<file path="src/rtl/seg_scan_controller_pkg.sv">
// Shared segment constants and scan-slot state encoding for the display scan path.
// Segment patterns are active-low, ordered {dp,g,f,e,d,c,b,a}.
package seg_scan_controller_pkg;

    localparam logic [7:0] SEG_0    = 8'hC0;
    localparam logic [7:0] SEG_1    = 8'hF9;
    localparam logic [7:0] SEG_2    = 8'hA4;
    localparam logic [7:0] SEG_3    = 8'hB0;
    localparam logic [7:0] SEG_4    = 8'h99;
    localparam logic [7:0] SEG_5    = 8'h92;
    localparam logic [7:0] SEG_6    = 8'h82;
    localparam logic [7:0] SEG_7    = 8'hF8;
    localparam logic [7:0] SEG_8    = 8'h80;
    localparam logic [7:0] SEG_9    = 8'h90;
    localparam logic [7:0] SEG_DASH = 8'hBF;
    localparam logic [7:0] SEG_OFF  = 8'hFF;
    localparam logic [7:0] SEG_DP   = 8'h7F;

    typedef enum logic {
        S_DEAD = 1'b0,
        S_ON   = 1'b1
    } scan_state_e;

endpackage

</file>
<file path="src/rtl/seg_scan_controller_if.sv">
// Display data from the timekeeping core and the multiplexed pin-side outputs.
interface seg_scan_controller_if #(
    parameter int NUM_DIGITS = 4
);
    logic [4*NUM_DIGITS-1:0] digits_bcd;
    logic [NUM_DIGITS-1:0]   dp_mask;
    logic [NUM_DIGITS-1:0]   blink_mask;
    logic                    blank_leading;
    logic [NUM_DIGITS-1:0]   which_light;
    logic [7:0]              digit_shape;
    logic                    frame_done;

    modport master (
        output digits_bcd, dp_mask, blink_mask, blank_leading,
        input  which_light, digit_shape, frame_done
    );

    modport slave (
        input  digits_bcd, dp_mask, blink_mask, blank_leading,
        output which_light, digit_shape, frame_done
    );
endinterface

</file>
<file path="src/rtl/seg_scan_controller_bcd_to_seg.sv">
// Combinational BCD to 7-segment decoder; codes above 9 show a dash, dp always off.
module seg_scan_controller_bcd_to_seg
    import seg_scan_controller_pkg::*;
(
    input  logic [3:0] bcd,
    output logic [7:0] seg
);

    always_comb begin
        seg = SEG_DASH;
        case (bcd)
            4'd0:    seg = SEG_0;
            4'd1:    seg = SEG_1;
            4'd2:    seg = SEG_2;
            4'd3:    seg = SEG_3;
            4'd4:    seg = SEG_4;
            4'd5:    seg = SEG_5;
            4'd6:    seg = SEG_6;
            4'd7:    seg = SEG_7;
            4'd8:    seg = SEG_8;
            4'd9:    seg = SEG_9;
            default: seg = SEG_DASH;
        endcase
    end

endmodule

</file>
<file path="src/rtl/seg_scan_controller.sv">
// Time-multiplexed 7-segment scan scheduler with dead time, blinking,
// leading-zero blanking and decimal points. All outputs registered.
//
// state  | meaning
// S_DEAD | slot start, all digits off (ghost suppression)
// S_ON   | current digit driven unless blanked
module seg_scan_controller
    import seg_scan_controller_pkg::*;
#(
    parameter int NUM_DIGITS  = 4,
    parameter int SCAN_DIV    = 4,
    parameter int DEAD_CYCLES = 1,
    parameter int BLINK_DIV   = 500
) (
    input  logic                 clk,
    input  logic                 reset,
    seg_scan_controller_if.slave disp
);

    localparam int CW = $clog2(SCAN_DIV);
    localparam int IW = $clog2(NUM_DIGITS);
    localparam int BW = $clog2(BLINK_DIV);
    localparam logic [CW-1:0] CNT_LAST   = CW'(SCAN_DIV - 1);
    localparam logic [CW-1:0] DEAD_LIM   = CW'(DEAD_CYCLES);
    localparam logic [IW-1:0] IDX_LAST   = IW'(NUM_DIGITS - 1);
    localparam logic [BW-1:0] BLINK_LAST = BW'(BLINK_DIV - 1);
    localparam scan_state_e   STATE_RST  = (DEAD_CYCLES > 0) ? S_DEAD : S_ON;

    logic [CW-1:0]           cnt_q, cnt_d;
    logic [IW-1:0]           idx_q, idx_d;
    logic [BW-1:0]           blink_cnt_q, blink_cnt_d;
    logic                    blink_phase_q, blink_phase_d;
    scan_state_e             state_q, state_d;
    logic [4*NUM_DIGITS-1:0] snap_bcd_q, snap_bcd_d;
    logic [NUM_DIGITS-1:0]   snap_dp_q, snap_dp_d;
    logic [NUM_DIGITS-1:0]   snap_blink_q, snap_blink_d;
    logic                    snap_blank_q, snap_blank_d;
    logic [NUM_DIGITS-1:0]   which_q, which_d;
    logic [7:0]              shape_q, shape_d;
    logic                    frame_done_q, frame_done_d;

    logic                    frame_start;
    logic [NUM_DIGITS-1:0]   zero_from;
    logic                    zero_acc;
    logic                    lead_blank;
    logic [3:0]              cur_bcd;
    logic [7:0]              cur_seg;

    seg_scan_controller_bcd_to_seg u_dec (
        .bcd (cur_bcd),
        .seg (cur_seg)
    );

    // At the frame start the live inputs are used directly so that the first
    // slot already reflects the snapshot being taken, even with no dead time.
    always_comb begin
        frame_start  = (cnt_q == '0) && (idx_q == '0);
        snap_bcd_d   = frame_start ? disp.digits_bcd    : snap_bcd_q;
        snap_dp_d    = frame_start ? disp.dp_mask       : snap_dp_q;
        snap_blink_d = frame_start ? disp.blink_mask    : snap_blink_q;
        snap_blank_d = frame_start ? disp.blank_leading : snap_blank_q;
        cur_bcd      = snap_bcd_d[{idx_q, 2'b00} +: 4];

        zero_from = '0;
        zero_acc  = 1'b1;
        for (int i = NUM_DIGITS - 1; i >= 1; i--) begin
            zero_acc     = zero_acc & (snap_bcd_d[4*i +: 4] == 4'd0);
            zero_from[i] = zero_acc;
        end
        lead_blank = snap_blank_d & zero_from[idx_q];
    end

    always_comb begin
        cnt_d         = cnt_q + CW'(1);
        idx_d         = idx_q;
        blink_cnt_d   = blink_cnt_q + BW'(1);
        blink_phase_d = blink_phase_q;
        if (cnt_q == CNT_LAST) begin
            cnt_d = '0;
            idx_d = (idx_q == IDX_LAST) ? '0 : idx_q + IW'(1);
        end
        if (blink_cnt_q == BLINK_LAST) begin
            blink_cnt_d   = '0;
            blink_phase_d = ~blink_phase_q;
        end
        state_d = (cnt_d < DEAD_LIM) ? S_DEAD : S_ON;
    end

    always_comb begin
        which_d      = '0;
        shape_d      = SEG_OFF;
        frame_done_d = (idx_q == IDX_LAST) && (cnt_q == CNT_LAST);
        case (state_q)
            S_ON: begin
                if (!(blink_phase_q && snap_blink_d[idx_q])) begin
                    if (lead_blank) begin
                        // A blanked leading digit may still carry its decimal point.
                        if (snap_dp_d[idx_q]) begin
                            which_d[idx_q] = 1'b1;
                            shape_d        = SEG_DP;
                        end
                    end else begin
                        which_d[idx_q] = 1'b1;
                        shape_d        = cur_seg & (snap_dp_d[idx_q] ? SEG_DP : SEG_OFF);
                    end
                end
            end
            default: begin
                which_d = '0;
                shape_d = SEG_OFF;
            end
        endcase
    end

    always_ff @(posedge clk or negedge reset) begin
        if (!reset) begin
            cnt_q         <= '0;
            idx_q         <= '0;
            blink_cnt_q   <= '0;
            blink_phase_q <= 1'b0;
            state_q       <= STATE_RST;
            snap_bcd_q    <= '0;
            snap_dp_q     <= '0;
            snap_blink_q  <= '0;
            snap_blank_q  <= 1'b0;
            which_q       <= '0;
            shape_q       <= SEG_OFF;
            frame_done_q  <= 1'b0;
        end else begin
            cnt_q         <= cnt_d;
            idx_q         <= idx_d;
            blink_cnt_q   <= blink_cnt_d;
            blink_phase_q <= blink_phase_d;
            state_q       <= state_d;
            snap_bcd_q    <= snap_bcd_d;
            snap_dp_q     <= snap_dp_d;
            snap_blink_q  <= snap_blink_d;
            snap_blank_q  <= snap_blank_d;
            which_q       <= which_d;
            shape_q       <= shape_d;
            frame_done_q  <= frame_done_d;
        end
    end

    assign disp.which_light = which_q;
    assign disp.digit_shape = shape_q;
    assign disp.frame_done  = frame_done_q;

endmodule

</file>
<file path="src/flat_wrapper.sv">
// flat-port wrapper written by rule: the top's interface ports become plain ports
module seg_scan_controller_flat import seg_scan_controller_pkg::*;
#(
    parameter int NUM_DIGITS  = 4,
    parameter int SCAN_DIV    = 4,
    parameter int DEAD_CYCLES = 1,
    parameter int BLINK_DIV   = 500
)
  (clk, reset, disp_digits_bcd, disp_dp_mask, disp_blink_mask, disp_blank_leading, disp_which_light, disp_digit_shape, disp_frame_done);
  seg_scan_controller_if #(.NUM_DIGITS(NUM_DIGITS)) disp_i ();
  input  logic clk;
  input  logic reset;
  input wire logic [$bits(disp_i.digits_bcd)-1:0] disp_digits_bcd;
  input wire logic [$bits(disp_i.dp_mask)-1:0] disp_dp_mask;
  input wire logic [$bits(disp_i.blink_mask)-1:0] disp_blink_mask;
  input wire logic [$bits(disp_i.blank_leading)-1:0] disp_blank_leading;
  output wire logic [$bits(disp_i.which_light)-1:0] disp_which_light;
  output wire logic [$bits(disp_i.digit_shape)-1:0] disp_digit_shape;
  output wire logic [$bits(disp_i.frame_done)-1:0] disp_frame_done;
  assign disp_i.digits_bcd = disp_digits_bcd;
  assign disp_i.dp_mask = disp_dp_mask;
  assign disp_i.blink_mask = disp_blink_mask;
  assign disp_i.blank_leading = disp_blank_leading;
  assign disp_which_light = disp_i.which_light;
  assign disp_digit_shape = disp_i.digit_shape;
  assign disp_frame_done = disp_i.frame_done;
  seg_scan_controller #(.NUM_DIGITS(NUM_DIGITS), .SCAN_DIV(SCAN_DIV), .DEAD_CYCLES(DEAD_CYCLES), .BLINK_DIV(BLINK_DIV)) u_core (.clk(clk), .reset(reset), .disp(disp_i));
endmodule
</file>
<file path="config.mk">
export PLATFORM = sky130hd
export DESIGN_NAME = seg_scan_controller_flat
export DESIGN_NICKNAME = d
export VERILOG_FILES = /design/src/rtl/seg_scan_controller_pkg.sv /design/src/rtl/seg_scan_controller_if.sv /design/src/rtl/seg_scan_controller_bcd_to_seg.sv /design/src/rtl/seg_scan_controller.sv /design/src/flat_wrapper.sv
export SDC_FILE = /design/constraint.sdc
export NUM_CORES = 1
export LEC_CHECK = 0
export ABC_CLOCK_PERIOD_IN_PS = 6800
export BUFFER_PORTS_ARGS = -buffer_cell sky130_fd_sc_hd__buf_2
export CAP_MARGIN = 30
export CORE_ASPECT_RATIO = 0.9
export CORE_MARGIN = 2
export CORE_UTILIZATION = 50
export CTS_CLUSTER_DIAMETER = 120
export DETAILED_ROUTE_END_ITERATION = 8
export GPL_ROUTABILITY_DRIVEN = 0
export PLACE_DENSITY_LB_ADDON = 0.08
export SETUP_SLACK_MARGIN = 0.3
export SLEW_MARGIN = 20
export SYNTH_ARGS = -nofsm -noshare
export SYNTH_HDL_FRONTEND = slang
export SYNTH_SLANG_ARGS = --single-unit
</file>
<file path="constraint.sdc">
create_clock -name clk -period 6.8 [get_ports clk]
set_clock_uncertainty 0.2 [all_clocks]
set_input_delay 0 -clock clk [delete_from_list [all_inputs] [get_ports clk]]
set_output_delay 0 -clock clk [all_outputs]
set_load 0.01 [all_outputs]
</file>
# Word-level counts from Yosys, hierarchy flattened
# Memories as Yosys holds them, arrays and structs flattened.
# Index checks and enable logic that the tools add are counted.
[totals]
ff_bits = 53
rom_bits = 112
word_cells = 61
mem_count = 1
[memory_table]
columns = ["memory", "words", "width", "read_ports", "rd_clocked_by_memory_dff", "wr", "line", "source"]
rows = [
  ["(name not given)", 16, 7, 1, 0, 0, "seg_scan_controller_bcd_to_seg.sv:11", "case (bcd)"],
]
[op_classes]
add_sub_neg = 3
order_cmp = 3
eq_ne = 3
n_shift = 1
muxes = 24
n_bitwise = 5
reduce_logical = 9
[ops]
columns = ["operator", "count"]
rows = [
  ["8-bit 2-to-1 mux", 4],
  ["4-bit 2-to-1 mux", 6],
  ["16-bit 2-to-1 mux", 1],
  ["16-bit by 5-bit indexed part select with 4-bit output", 1],
  ["4-bit zero test", 3],
  ["9-bit by 1-bit adder with 9-bit output (second input constant)", 1],
  ["9-bit equality test (second input constant)", 1],
  ["9-bit 2-to-1 mux", 1],
  ["8-bit bitwise AND", 1],
  ["1-bit binary-select mux with 2-bit select", 3],
  ["1-bit 2-to-1 mux", 6],
  ["2-bit by 1-bit adder with 2-bit output (second input constant)", 2],
  ["2-bit equality test (second input constant)", 2],
  ["1-bit logical AND", 4],
  ["2-bit zero test", 2],
  ["2-bit 2-to-1 mux", 2],
  ["1-bit bitwise AND", 3],
  ["2-bit by 3-bit less-than comparator with 1-bit output (second input constant)", 1],
  ["1-bit demux with 2-bit select", 1],
  ["2-bit by 1-bit >= comparator with 1-bit output (second input constant)", 1],
  ["2-bit by 1-bit less-than comparator with 1-bit output (second input constant)", 1],
  ["1-bit NOT", 1],
]

# Depth between registers and ports, before layout
# Gate-level depths: netlist (run 1).
[depth]
word_depth = 12
mapped_depth = 12

# Cells and area by module
# From an unflattened synthesis (run 1), not the netlist that was laid out.
[unflattened]
cells_unflattened = 203
area_unflattened_um2 = 2571.2
[by_module_without_submodules]
columns = ["module", "n_inst", "cells_each", "area_each_um2"]
rows = [
  ["seg_scan_controller", 1, 168, 2354.8],
  ["seg_scan_controller_bcd_to_seg", 1, 35, 216.5],
]

# Least setup slack after synthesis (run 1)
# No wires, ideal clock.
[synth_timing]
path_kind = "register to register"
start = "reg u_core.idx_q[0]"
end = "reg u_core.shape_q[4] (netlist: u_core.disp.digit_shape[4])"
t_arrival_ns = 2.737
t_required_ns = 6.540
setup_slack_ns = 3.803
stages_incl_launch_ff = 12
n_path_buf = 2
period_less_slack_ns = 2.997
path_cell_list = "dfrtp_1 > buf_2 > clkinv_1 > ha_1 > nand2_4 > buf_6 > mux2i_1 > mux4_2 > ha_1 > mux2_4 > a22oi_1 > or2_1"
[synth_between]
elab_chain_len = 12
elab_cells_between_ends = 22
[synth_rtl]
columns = ["element", "line", "source"]
rows = [
  ["start: declaration", "seg_scan_controller.sv:30", "logic [IW-1:0] idx_q, idx_d;"],
  ["start signal: assignment", "seg_scan_controller.sv:131", "idx_q <= idx_d;"],
  ["parallel branches: the longest is 10 deep, another holds memory 16 x 7 bit", "-", ""],
  ["8-bit 2-to-1 mux (*)", "seg_scan_controller.sv:95", "if (!(blink_phase_q && snap_blink_d[idx_q])) begin"],
  ["8-bit 2-to-1 mux (*)", "seg_scan_controller.sv:93", "case (state_q)"],
  ["named net u_core.shape_d[4]", "seg_scan_controller.sv:39", "logic [7:0] shape_q, shape_d;"],
  ["end signal: assignment", "seg_scan_controller.sv:140", "shape_q <= shape_d;"],
  ["end: declaration", "seg_scan_controller.sv:39", ""],
]
# Mark *: on every way through the listed nets, which the timed path passes. The select of a mux whose other input is x is not followed.
# A chain may end at the register's enable or synchronous reset.

# Worst setup path in the final report (run 1)
[layout_timing]
start = "reg u_core.idx_q[1]"
end = "reg u_core.shape_q[4] (netlist: u_core.disp.digit_shape[4])"
# Same word-level chain as after synthesis.

==> qor.csv, run 1 <==
stage;metric;value;unit
setup_path;R2R Path Start;u_core.idx_q[1]$_DFFE_PN0P_;
setup_path;startpoint types;register;
timing;Setup Viol. Count Final;0;
clocking;number of buffers on the longest clock path;2;
clocking;clock-pin slew on the worst setup and hold paths;90;ps
synthesis;Mapped Nets;252;
clocking;cell at the root of the clock tree;sky130_fd_sc_hd__clkbuf_8;
setup_path;Worst EP arrival;3590;ps
clocking;Skew-Pair Late Insertion Delay;310;ps
route;detail-routed net length per standard cell;14.5;µm
synthesis;cells after synthesis;212;
die;std cell rows;25;
timing;post-route setup TNS;0;ps
synthesis;Yosys warnings;0;
clocking;number of CTS-inserted buffers;5;
clocking;CTS sink cnt;53;
route;Routed Wire Length;5050;µm
layout;area of the multi-input gates;1190;µm²
layout;fraction of layout instances using a drive strength above 1;0.313;
layout;synthesis-to-finish area growth;22.9;%
global_route;maximum number of pins on one net before global-route repair;37;
synthesis;Avg Synthesized Cell Area;12.5;µm²
clocking;CTS tree;done;
synthesis;unique cell type count in the Yosys netlist;44;
clocking;total setup buffers inserted after CTS;0;
synthesis;netlist area before placement;2640;µm²
route;TritonRoute pass-1 iters;4;
layout;flip-flop and latch area;1340;µm²
synthesis;Main synth FF type;sky130_fd_sc_hd__dfrtp_1;
synthesis;flop and latch count out of synthesis;53;
power;static leakage power;1.54;nW
flow_run;# Max-Cap Violations;0;
outcome;run status;complete, no violations;
setup_path;flop2flop setup slack;3260;ps
setup_path;worst path required time;6860;ps
die;die extent in y;73.0;µm
route;DR DRC count;0;
synthesis;Yosys top cell by area;sky130_fd_sc_hd__dfrtp_1;
timing;setup repair after global routing missed its margin;no;
setup_path;crit-path max FO;35;
route;via count;1764;
timing;Slew Limit Fails;0;
global_route;first-pass GRT wire length;8490;µm
synthesis;area share of the leading cell type in the synthesized netlist;0.426;
layout;Final Net Count;320;
power;maximum vdd ir drop;151;µV
die;die outline area;5890;µm²
die;width of the die;80.7;µm
global_route;overflow left after global routing;0;
layout;antenna cell count;0;
die;Boundary Pins;40;
die;Placeable Area;5160;µm²
route;post-route antenna net violation count;0;
place;count of input and output buffers;39;
synthesis;number of flops mapped to enable cells by yosys;0;
route;initial drt markers;51;
timing;peak clock frequency supported by timing;0.283;GHz
setup_path;R2R depth;8;
layout;share of the core filled with cells;0.629;
synthesis;cell types with the largest area share after synthesis;sky130_fd_sc_hd__dfrtp_1 (43%), sky130_fd_sc_hd__mux2_2 (8.5%), sky130_fd_sc_hd__dfstp_2 (8.0%), sky130_fd_sc_hd__mux4_2 (6.8%), sky130_fd_sc_hd__ha_1 (6.2%);
power;cell area power density;175;nW/µm²
clocking;H-tree Lvls;2;
synthesis;sequential-to-total area share from yosys stat;0.505;
timing;Worst Max-Slew Pin Slew;517;ps
worst_hold_path;path type of the worst min-delay path;in -> async;
timing;crit share post-route;0.520;
setup_path;nature of the critical path endpoint;register;
layout;# fillers;430;
setup_path;critical path launch point;u_core.idx_q[1]$_DFFE_PN0P_;
global_route;number of global-route vias before repair;1832;
die;Initial Util;0.512;
timing;number of hold violations in the final report;0;
global_route;initial antenna violation count;0;
synthesis;ys async rst share;1.00;
timing;Relative slew margins;0.654;
route;routed vias/inst;5.07;
global_route;Total GRT Usage;0.192;
place;DPL Wire Length;3490;µm
timing;minimum clock period after layout;3540;ps
setup_path;crit path kind;reg -> reg;
setup_path;end of the worst register-to-register path;u_core.disp.digit_shape[4]$_DFF_PN1_;
placed cells by master (no fill, tap or decap), types with 2 or more instances in the layout:
master,Yosys,final
sky130_fd_sc_hd__dfrtp_1,45,45
sky130_fd_sc_hd__buf_2,1,39
sky130_fd_sc_hd__dlygate4sd3_1,0,27
sky130_fd_sc_hd__mux2_2,20,20
sky130_fd_sc_hd__inv_1,19,19
sky130_fd_sc_hd__ha_1,13,13
sky130_fd_sc_hd__mux2i_1,12,12
sky130_fd_sc_hd__nor2_1,12,12
sky130_fd_sc_hd__nand2_1,11,11
sky130_fd_sc_hd__o21ai_0,9,9
sky130_fd_sc_hd__mux4_2,8,8
sky130_fd_sc_hd__dfstp_2,8,8
sky130_fd_sc_hd__a21o_1,6,6
sky130_fd_sc_hd__clkbuf_8,0,6
sky130_fd_sc_hd__xnor2_1,4,4
sky130_fd_sc_hd__nand3_1,3,3
sky130_fd_sc_hd__nor4_1,3,3
sky130_fd_sc_hd__nand2b_1,3,3
sky130_fd_sc_hd__clkinv_1,2,2
sky130_fd_sc_hd__nand4_1,2,2
sky130_fd_sc_hd__a21oi_1,2,2
sky130_fd_sc_hd__o21ai_1,2,2
sky130_fd_sc_hd__and2_1,2,2
sky130_fd_sc_hd__clkbuf_1,2,2
power by group:
group	total [W]	switching [W]	internal [W]	leakage, nW
sequential	0.000327	0.00000371	0.000323	0.630
combinational	0.0000571	0.0000249	0.0000322	0.868
clock	0.000185	0.000102	0.0000833	0.0455
total	0.000569	0.000131	0.000439	1.54
stage by stage:
stage	total power, W	instances	area (µm²)	hold slack (ps)	worst slack [ps]
6_report	0.000569	348	3250	73.8	3260
5_1_grt	0.000594	348	3250	118	3020
4_1_cts	0.000575	348	3250	79.1	3270
3_5_place_dp	0.000378	313	2890	-249	3290
3_3_place_gp	0.000378	313	2890	-254	3340
2_1_floorplan	0.000356	212	2640	-496	3800
routing by layer:
metal	share of wire	vias to the layer above	track usage
li1	-	878	-
met5	0	-	0
met4	0.019	0	0.0734
met3	0.025	9	0.0371
met2	0.45	27	0.296
met1	0.50	850	0.271
worst max path at each step:
stage,endpoint,slack [ps],cells after the start
final,u_core.disp.digit_shape[4]$_DFF_PN1_,3260,8
after global routing,u_core.disp.digit_shape[4]$_DFF_PN1_,3020,9
after CTS,u_core.disp.digit_shape[4]$_DFF_PN1_,3270,8
after detailed placement,u_core.disp.digit_shape[4]$_DFF_PN1_,3290,8
after global placement,u_core.disp.digit_shape[4]$_DFF_PN1_,3340,8
after floorplan,u_core.disp.digit_shape[4]$_DFF_PN1_,3800,11
synthesized netlist by cell type, drive strengths merged, types with 2 or more instances:
master and instances:
xnor2 4, nor4 3, buf 4, mux2i 13, nand2 12, a31o 2
ha 13, o21ai 11, mux2 21, a21o 6, mux4 8, or2 2
inv 19, nor2 12, nand4 2, a21oi 2, dfrtp 45, and2 2
nand3 3, dfstp 8, clkbuf 2, clkinv 2, nand2b 3
worst max-delay path, cell delays in order, from the launching register on:
cell                       delay [ps]
sky130_fd_sc_hd__dfrtp_1          630
sky130_fd_sc_hd__clkinv_1         390
sky130_fd_sc_hd__ha_1             340
sky130_fd_sc_hd__nand2_4          400
sky130_fd_sc_hd__mux4_2           600
sky130_fd_sc_hd__mux2i_4          330
sky130_fd_sc_hd__mux2_4           330
sky130_fd_sc_hd__a22oi_1          130
sky130_fd_sc_hd__or2_1            120
cells by family (layout without fill, tap and decap cells):
logic type,Yosys count,after routing,synth area share
flip-flops,53,53,0.505
AO/OA/AOI/OAI,27,27,0.0700
buffers and inverters,27,96,0.0459
AND/OR/NAND/NOR,45,45,0.0876
XOR/XNOR,5,5,0.0166
adder cells (fa/ha/maj),13,13,0.0615
multiplexers,42,42,0.213
layout make-up:
class / count / share of cell area
Clock buffer: 8 / 0.0277
Inverter: 21 / 0.0243
Multi-Input combinational cell: 132 / 0.365
Sequential cell: 53 / 0.411
Tap cell: 67 / 0.0258
Timing Repair Buffer: 67 / 0.146
flip-flops by register name, indices dropped and copies added, names as in the netlist:
name and count:
u_core.disp.digit_shape 8, u_core.blink_cnt_q 9, u_core.cnt_q 2, u_core.disp.which_light 4, u_core.snap_bcd_q 16, u_core.snap_blank_q 1
u_core.disp.frame_done 1, u_core.snap_blink_q 4, u_core.idx_q 2, u_core.state_q 1, u_core.blink_phase_q 1, u_core.snap_dp_q 4
repair_timing:
item / in CTS / in global routing
hold buffers: 27 / 0
gates resized for setup: 0 / 0
hold endpoints to repair: 77 / 0
endpoints found under the setup margin: 0 / 0
(Power assumes the default switching activity.)
==> run 2: changes to the inputs <==
- ABC_CLOCK_PERIOD_IN_PS: 6800 -> 3100
- clock period: 6.8 -> 3.1 ns (I/O delays scaled with it)
==> qor.csv, run 2 (synthesis results as in run 1) <==
stage;metric;value;unit
outcome;run status;complete, no violations;
clocking;H-tree Lvls;2;
route;post-route antenna net violation count;0;
clocking;total setup buffers inserted after CTS;0;
setup_path;startpoint types;register;
clocking;Skew-Pair Late Insertion Delay;300;ps
power;maximum vdd ir drop;326;µV
setup_path;crit path kind;reg -> reg;
clocking;number of buffers on the longest clock path;2;
global_route;initial antenna violation count;0;
route;initial drt markers;96;
die;width of the die;80.7;µm
place;DPL Wire Length;3600;µm
setup_path;delay of the slowest cell on the worst path;510;ps
global_route;maximum number of pins on one net before global-route repair;42;
place;setup slack at placement;210;ps
power;static leakage power;1.58;nW
timing;number of hold violations in the final report;0;
timing;Relative slew margins;0.654;
route;TritonRoute pass-1 iters;4;
timing;Slew Limit Fails;0;
timing;setup repair after global routing missed its margin;no;
clocking;cell at the root of the clock tree;sky130_fd_sc_hd__clkbuf_8;
layout;final std cell area, no fill;3360;µm²
worst_hold_path;path type of the worst min-delay path;in -> async;
timing;crit share post-route;0.852;
route;via count;1802;
layout;leading cell types in the layout, fill and taps excluded;sky130_fd_sc_hd__dfrtp_1 (45), sky130_fd_sc_hd__buf_2 (39), sky130_fd_sc_hd__dlygate4sd3_1 (27);
die;die outline area;5890;µm²
clocking;CTS tree;done;
layout;synthesis-to-finish area growth;26.9;%
global_route;overflow left after global routing;0;
timing;Worst Max-Slew Pin Slew;519;ps
die;Initial Util;0.512;
timing;Setup Viol. Count Final;0;
layout;share of the core filled with cells;0.650;
setup_path;cells along the critical path;clkinv_4, ha_4, nand2_8, buf_4, mux4_2, mux2i_1, o21ai_1, a31o_4, or2_1;
route;Routed Wire Length;5290;µm
route;routed vias/inst;5.10;
die;std cell rows;25;
place;count of input and output buffers;39;
die;Placeable Area;5160;µm²
setup_path;worst path required time;3120;ps
power;cell area power density;394;nW/µm²
flow_run;# Max-Cap Violations;0;
global_route;Total GRT Usage;0.196;
route;DR DRC count;0;
clocking;number of CTS-inserted buffers;5;
timing;post-route setup TNS;0;ps
timing;minimum clock period after layout;2640;ps
setup_path;crit-path max FO;13;
place;area after detailed placement;2920;µm²
timing;slack of the critical path;460;ps
setup_path;Critical-path top delay cell;sky130_fd_sc_hd__mux4_2;
route;detail-routed net length per standard cell;15.0;µm
layout;fraction of layout instances using a drive strength above 1;0.343;
setup_path;Worst EP arrival;2660;ps
power;Power Total;0.00132;W
global_route;first-pass GRT wire length;8510;µm
clocking;CTS sink cnt;53;
die;die extent in y;73.0;µm
layout;max reg flops;16;
layout;most common cell after layout, fill and taps aside;sky130_fd_sc_hd__dfrtp_1;
layout;Final Net Count;325;
setup_path;nature of the critical path endpoint;register;
layout;antenna cell count;0;
layout;# fillers;428;
timing;peak clock frequency supported by timing;0.379;GHz
clocking;clock-pin slew on the worst setup and hold paths;90;ps
die;Boundary Pins;40;
global_route;number of global-route vias before repair;1766;
layout;most flop-heavy register;u_core.snap_bcd_q;
[run 2: changes by cell type in the layout (fill, tap and decap cells not counted), sizes merged]
cell	change
clkbuf	-1
buf	+4
bufinv	+1
nand2	+1
[run 2: through the flow]
stage / hold slack, ps / instances
2_1_floorplan: -496 / 212
3_3_place_gp: -305 / 317
3_5_place_dp: -302 / 317
4_1_cts: 101 / 353
5_1_grt: 117 / 353
6_report: 98.7 / 353
[run 2: layer usage]
layer	wire length (µm)	global-route usage
met1	2480	0.261
met2	2580	0.323
met3	176	0.0408
met4	53	0.0621
met5	0	0
[run 2: power by group]
part	switching (W)	internal, W	total, W
logic	0.0000547	0.0000706	0.000125
registers	0.00000828	0.000709	0.000717
clock network	0.000215	0.000264	0.000479
[run 2: final cells by class]
| cell class | count | area, µm² | area share |
|---|---|---|---|
| flip-flops and latches | 53 | 1340 | 0.398 |
| well taps | 67 | 83.8 | 0.0250 |
| clock inverters | 1 | 30.0 | 0.00895 |
| repair buffers | 71 | 503 | 0.150 |
| multi-input cells | 133 | 1230 | 0.367 |
| inverters | 21 | 85.1 | 0.0254 |
| clock buffers | 7 | 86.3 | 0.0257 |
[run 2: path summary, 6_finish.rpt]
check / start / to / slack (ps) / cells past startpoint
min reg2reg: u_core.snap_bcd_q[0]$_DFF_PN0_ / u_core.snap_bcd_q[0]$_DFF_PN0_ / 290 / 2
max reg2reg: u_core.idx_q[0]$_DFFE_PN0P_ / u_core.disp.digit_shape[4]$_DFF_PN1_ / 460 / 9
max in group asynchronous: reset / u_core.blink_cnt_q[5]$_DFF_PN0_ / 1900 / 3
min: reset / u_core.disp.digit_shape[2]$_DFF_PN1_ / 100 / 2
max: u_core.idx_q[0]$_DFFE_PN0P_ / u_core.disp.digit_shape[4]$_DFF_PN1_ / 460 / 9
min in group clk: disp_blink_mask[1] / u_core.snap_blink_q[1]$_DFF_PN0_ / 270 / 3
[run 2: critical path, delay by kind of cell (launching register included)]
family	cells	cell delay (ps)
buf+inv	2	340
mux	2	650
fa+ha+maj	1	210
simple gates	2	370
compound gates	2	380
flops	1	410
[run 2: repair_timing]
action | in CTS | in global routing
hold buffers | 27 | 0
endpoints found under the hold margin | 77 | 0
setup endpoints to repair | 11 | 1
resized for setup | 3 | 2
pin swaps | 1 | 0
gates cloned | 1 | 0
==> run 3: changes to the inputs <==
- CELL_PAD_IN_SITES_DETAIL_PLACEMENT: default -> 0
- CELL_PAD_IN_SITES_GLOBAL_PLACEMENT: default -> 1
- CORE_UTILIZATION: 50 -> 41
==> qor.csv, run 3 (synthesis results as in run 1) <==
stage;metric;value;unit
route;DR DRC count;0;
timing;number of hold violations in the final report;0;
route;initial drt markers;67;
layout;share of the core filled with cells;0.556;
setup_path;nature of the critical path endpoint;register;
worst_hold_path;path type of the worst min-delay path;in -> async;
die;die extent in y;80.2;µm
route;detail-routed net length per standard cell;14.9;µm
clocking;number of buffers on the longest clock path;2;
power;logic gate share of total power;0.093;
die;die outline area;7110;µm²
timing;minimum clock period after layout;2620;ps
layout;fraction of layout instances using a drive strength above 1;0.357;
clocking;number of CTS-inserted buffers;5;
timing;crit share post-route;0.845;
setup_path;R2R depth;9;
power;Net Sw Power;0.000299;W
die;Boundary Pins;40;
power;Flop pwr share;0.512;
clocking;H-tree Lvls;2;
global_route;first-pass GRT wire length;8980;µm
place;DPL Wire Length;3880;µm
clocking;CTS tree;done;
timing;Relative slew margins;0.484;
timing;Setup Viol. Count Final;0;
power;Sw Ratio;0.213;
layout;max reg flops;16;
power;maximum vdd ir drop;253;µV
die;std cell rows;27;
global_route;maximum number of pins on one net before global-route repair;31;
layout;leading cell types in the layout, fill and taps excluded;sky130_fd_sc_hd__dfrtp_1 (45), sky130_fd_sc_hd__buf_2 (39), sky130_fd_sc_hd__dlygate4sd3_1 (27);
outcome;run status;complete, no violations;
global_route;number of global-route vias before repair;1866;
layout;antenna cell count;0;
timing;Worst Max-Slew Pin Slew;772;ps
power;cell area power density;408;nW/µm²
power;static leakage power;1.62;nW
clocking;cell at the root of the clock tree;sky130_fd_sc_hd__clkbuf_8;
setup_path;crit-path max FO;15;
route;post-route antenna net violation count;0;
layout;# fillers;567;
timing;slack of the critical path;481;ps
layout;Final Net Count;330;
global_route;initial antenna violation count;0;
power;Clock Power Share;0.396;
route;routed vias/inst;4.89;
power;Internal Power;0.00110;W
clocking;CTS sink cnt;53;
place;count of input and output buffers;39;
layout;most flop-heavy register;u_core.snap_bcd_q;
die;Placeable Area;6180;µm²
power;Power Total;0.00140;W
place;setup slack at placement;282;ps
layout;Final Instance Count excl. Fillers;378;
route;Routed Wire Length;5630;µm
layout;flip-flop and latch area;1340;µm²
setup_path;flop2flop setup slack;480;ps
route;TritonRoute pass-1 iters;4;
layout;area of the multi-input gates;1230;µm²
timing;peak clock frequency supported by timing;0.382;GHz
global_route;overflow left after global routing;0;
setup_path;crit path kind;reg -> reg;
clocking;Skew-Pair Late Insertion Delay;310;ps
die;width of the die;88.6;µm
layout;most common cell after layout, fill and taps aside;sky130_fd_sc_hd__dfrtp_1;
global_route;Total GRT Usage;0.166;
die;Initial Util;0.428;
timing;setup repair after global routing missed its margin;no;
route;via count;1850;
setup_path;startpoint types;register;
clocking;clock-pin slew on the worst setup and hold paths;100;ps
timing;post-route setup TNS;0;ps
setup_path;worst path required time;3150;ps
place;number of cells in the design after placement;339;
flow_run;# Max-Cap Violations;0;
setup_path;Worst EP arrival;2670;ps
timing;Slew Limit Fails;0;
layout;synthesis-to-finish area growth;30.0;%
==> run 3: cell count changes in the layout (fill, tap and decap cells not counted) <==
cell / delta
sky130_fd_sc_hd__bufinv_16: +1
sky130_fd_sc_hd__buf_4: +5
sky130_fd_sc_hd__clkinv_2: +1
sky130_fd_sc_hd__clkbuf_8: -1
sky130_fd_sc_hd__clkbuf_1: -1
==> run 3: power by group through the flow <==
| stage | Combinational [W] | Sequential [W] | Clock [W] |
|---|---|---|---|
| floorplan | 0.0000541 | 0.000728 | 0 |
| global placement | 0.000102 | 0.000730 | 0 |
| detailed placement | 0.000102 | 0.000730 | 0 |
| CTS | 0.000129 | 0.000717 | 0.000570 |
| global route | 0.000144 | 0.000719 | 0.000593 |
| finish | 0.000130 | 0.000717 | 0.000555 |
==> run 3: worst max-delay path: stages, from the launching register on <==
cell	delay, ps
sky130_fd_sc_hd__dfrtp_1	420
sky130_fd_sc_hd__inv_1	110
sky130_fd_sc_hd__ha_4	190
sky130_fd_sc_hd__nand2_8	130
sky130_fd_sc_hd__mux2i_1	180
sky130_fd_sc_hd__mux4_2	570
sky130_fd_sc_hd__ha_1	240
sky130_fd_sc_hd__mux2_4	260
sky130_fd_sc_hd__a22oi_1	130
sky130_fd_sc_hd__or2_1	120
==> run 3: repair_timing <==
item	CTS	global route
endpoints found under the setup margin	1	4
buffers inserted	0	3
gates resized for setup	1	4
pin swaps	0	1
hold endpoints to repair	71	0
hold buffers	27	0
cloned	0	1
==> run 3: final timing paths <==
check / start / endpoint
setup / recovery: u_core.cnt_q[0]$_DFF_PN0_ / u_core.disp.digit_shape[4]$_DFF_PN1_
hold reg to reg: u_core.snap_bcd_q[1]$_DFF_PN0_ / u_core.snap_bcd_q[1]$_DFF_PN0_
max in group asynchronous: reset / u_core.blink_cnt_q[6]$_DFF_PN0_
setup reg to reg: u_core.cnt_q[0]$_DFF_PN0_ / u_core.disp.digit_shape[4]$_DFF_PN1_
hold / removal: reset / u_core.disp.digit_shape[7]$_DFF_PN1_
min in group clk: disp_dp_mask[2] / u_core.snap_dp_q[2]$_DFF_PN0_
==> run 3: metal layers <==
| metal | global-route usage | wire (µm) | part of all wire | vias to the layer above |
|---|---|---|---|---|
| met5 | 0 | 0 | 0 | - |
| met4 | 0.0455 | 50 | 0.0089 | 0 |
| met3 | 0.0308 | 123 | 0.022 | 4 |
| met2 | 0.267 | 2590 | 0.46 | 27 |
| met1 | 0.228 | 2860 | 0.51 | 920 |
| li1 | - | - | - | 899 |
==> run 3: stage by stage <==
stage	hold WS [ps]	instance area, µm²
2_1_floorplan	-496	2650
3_3_place_gp	-242	2960
3_5_place_dp	-234	2960
4_1_cts	7.68	3380
5_1_grt	18.4	3440
6_report	7.93	3440
==> run 3: area by class of cell <==
| class | count | area share |
|---|---|---|
| clock buffers | 5 | 0.0200 |
| clock inverters | 3 | 0.0189 |
| inverters | 21 | 0.0248 |
| multi-input cells | 133 | 0.358 |
| flip-flops and latches | 53 | 0.389 |
| well taps | 87 | 0.0317 |
| repair buffers | 76 | 0.157 |
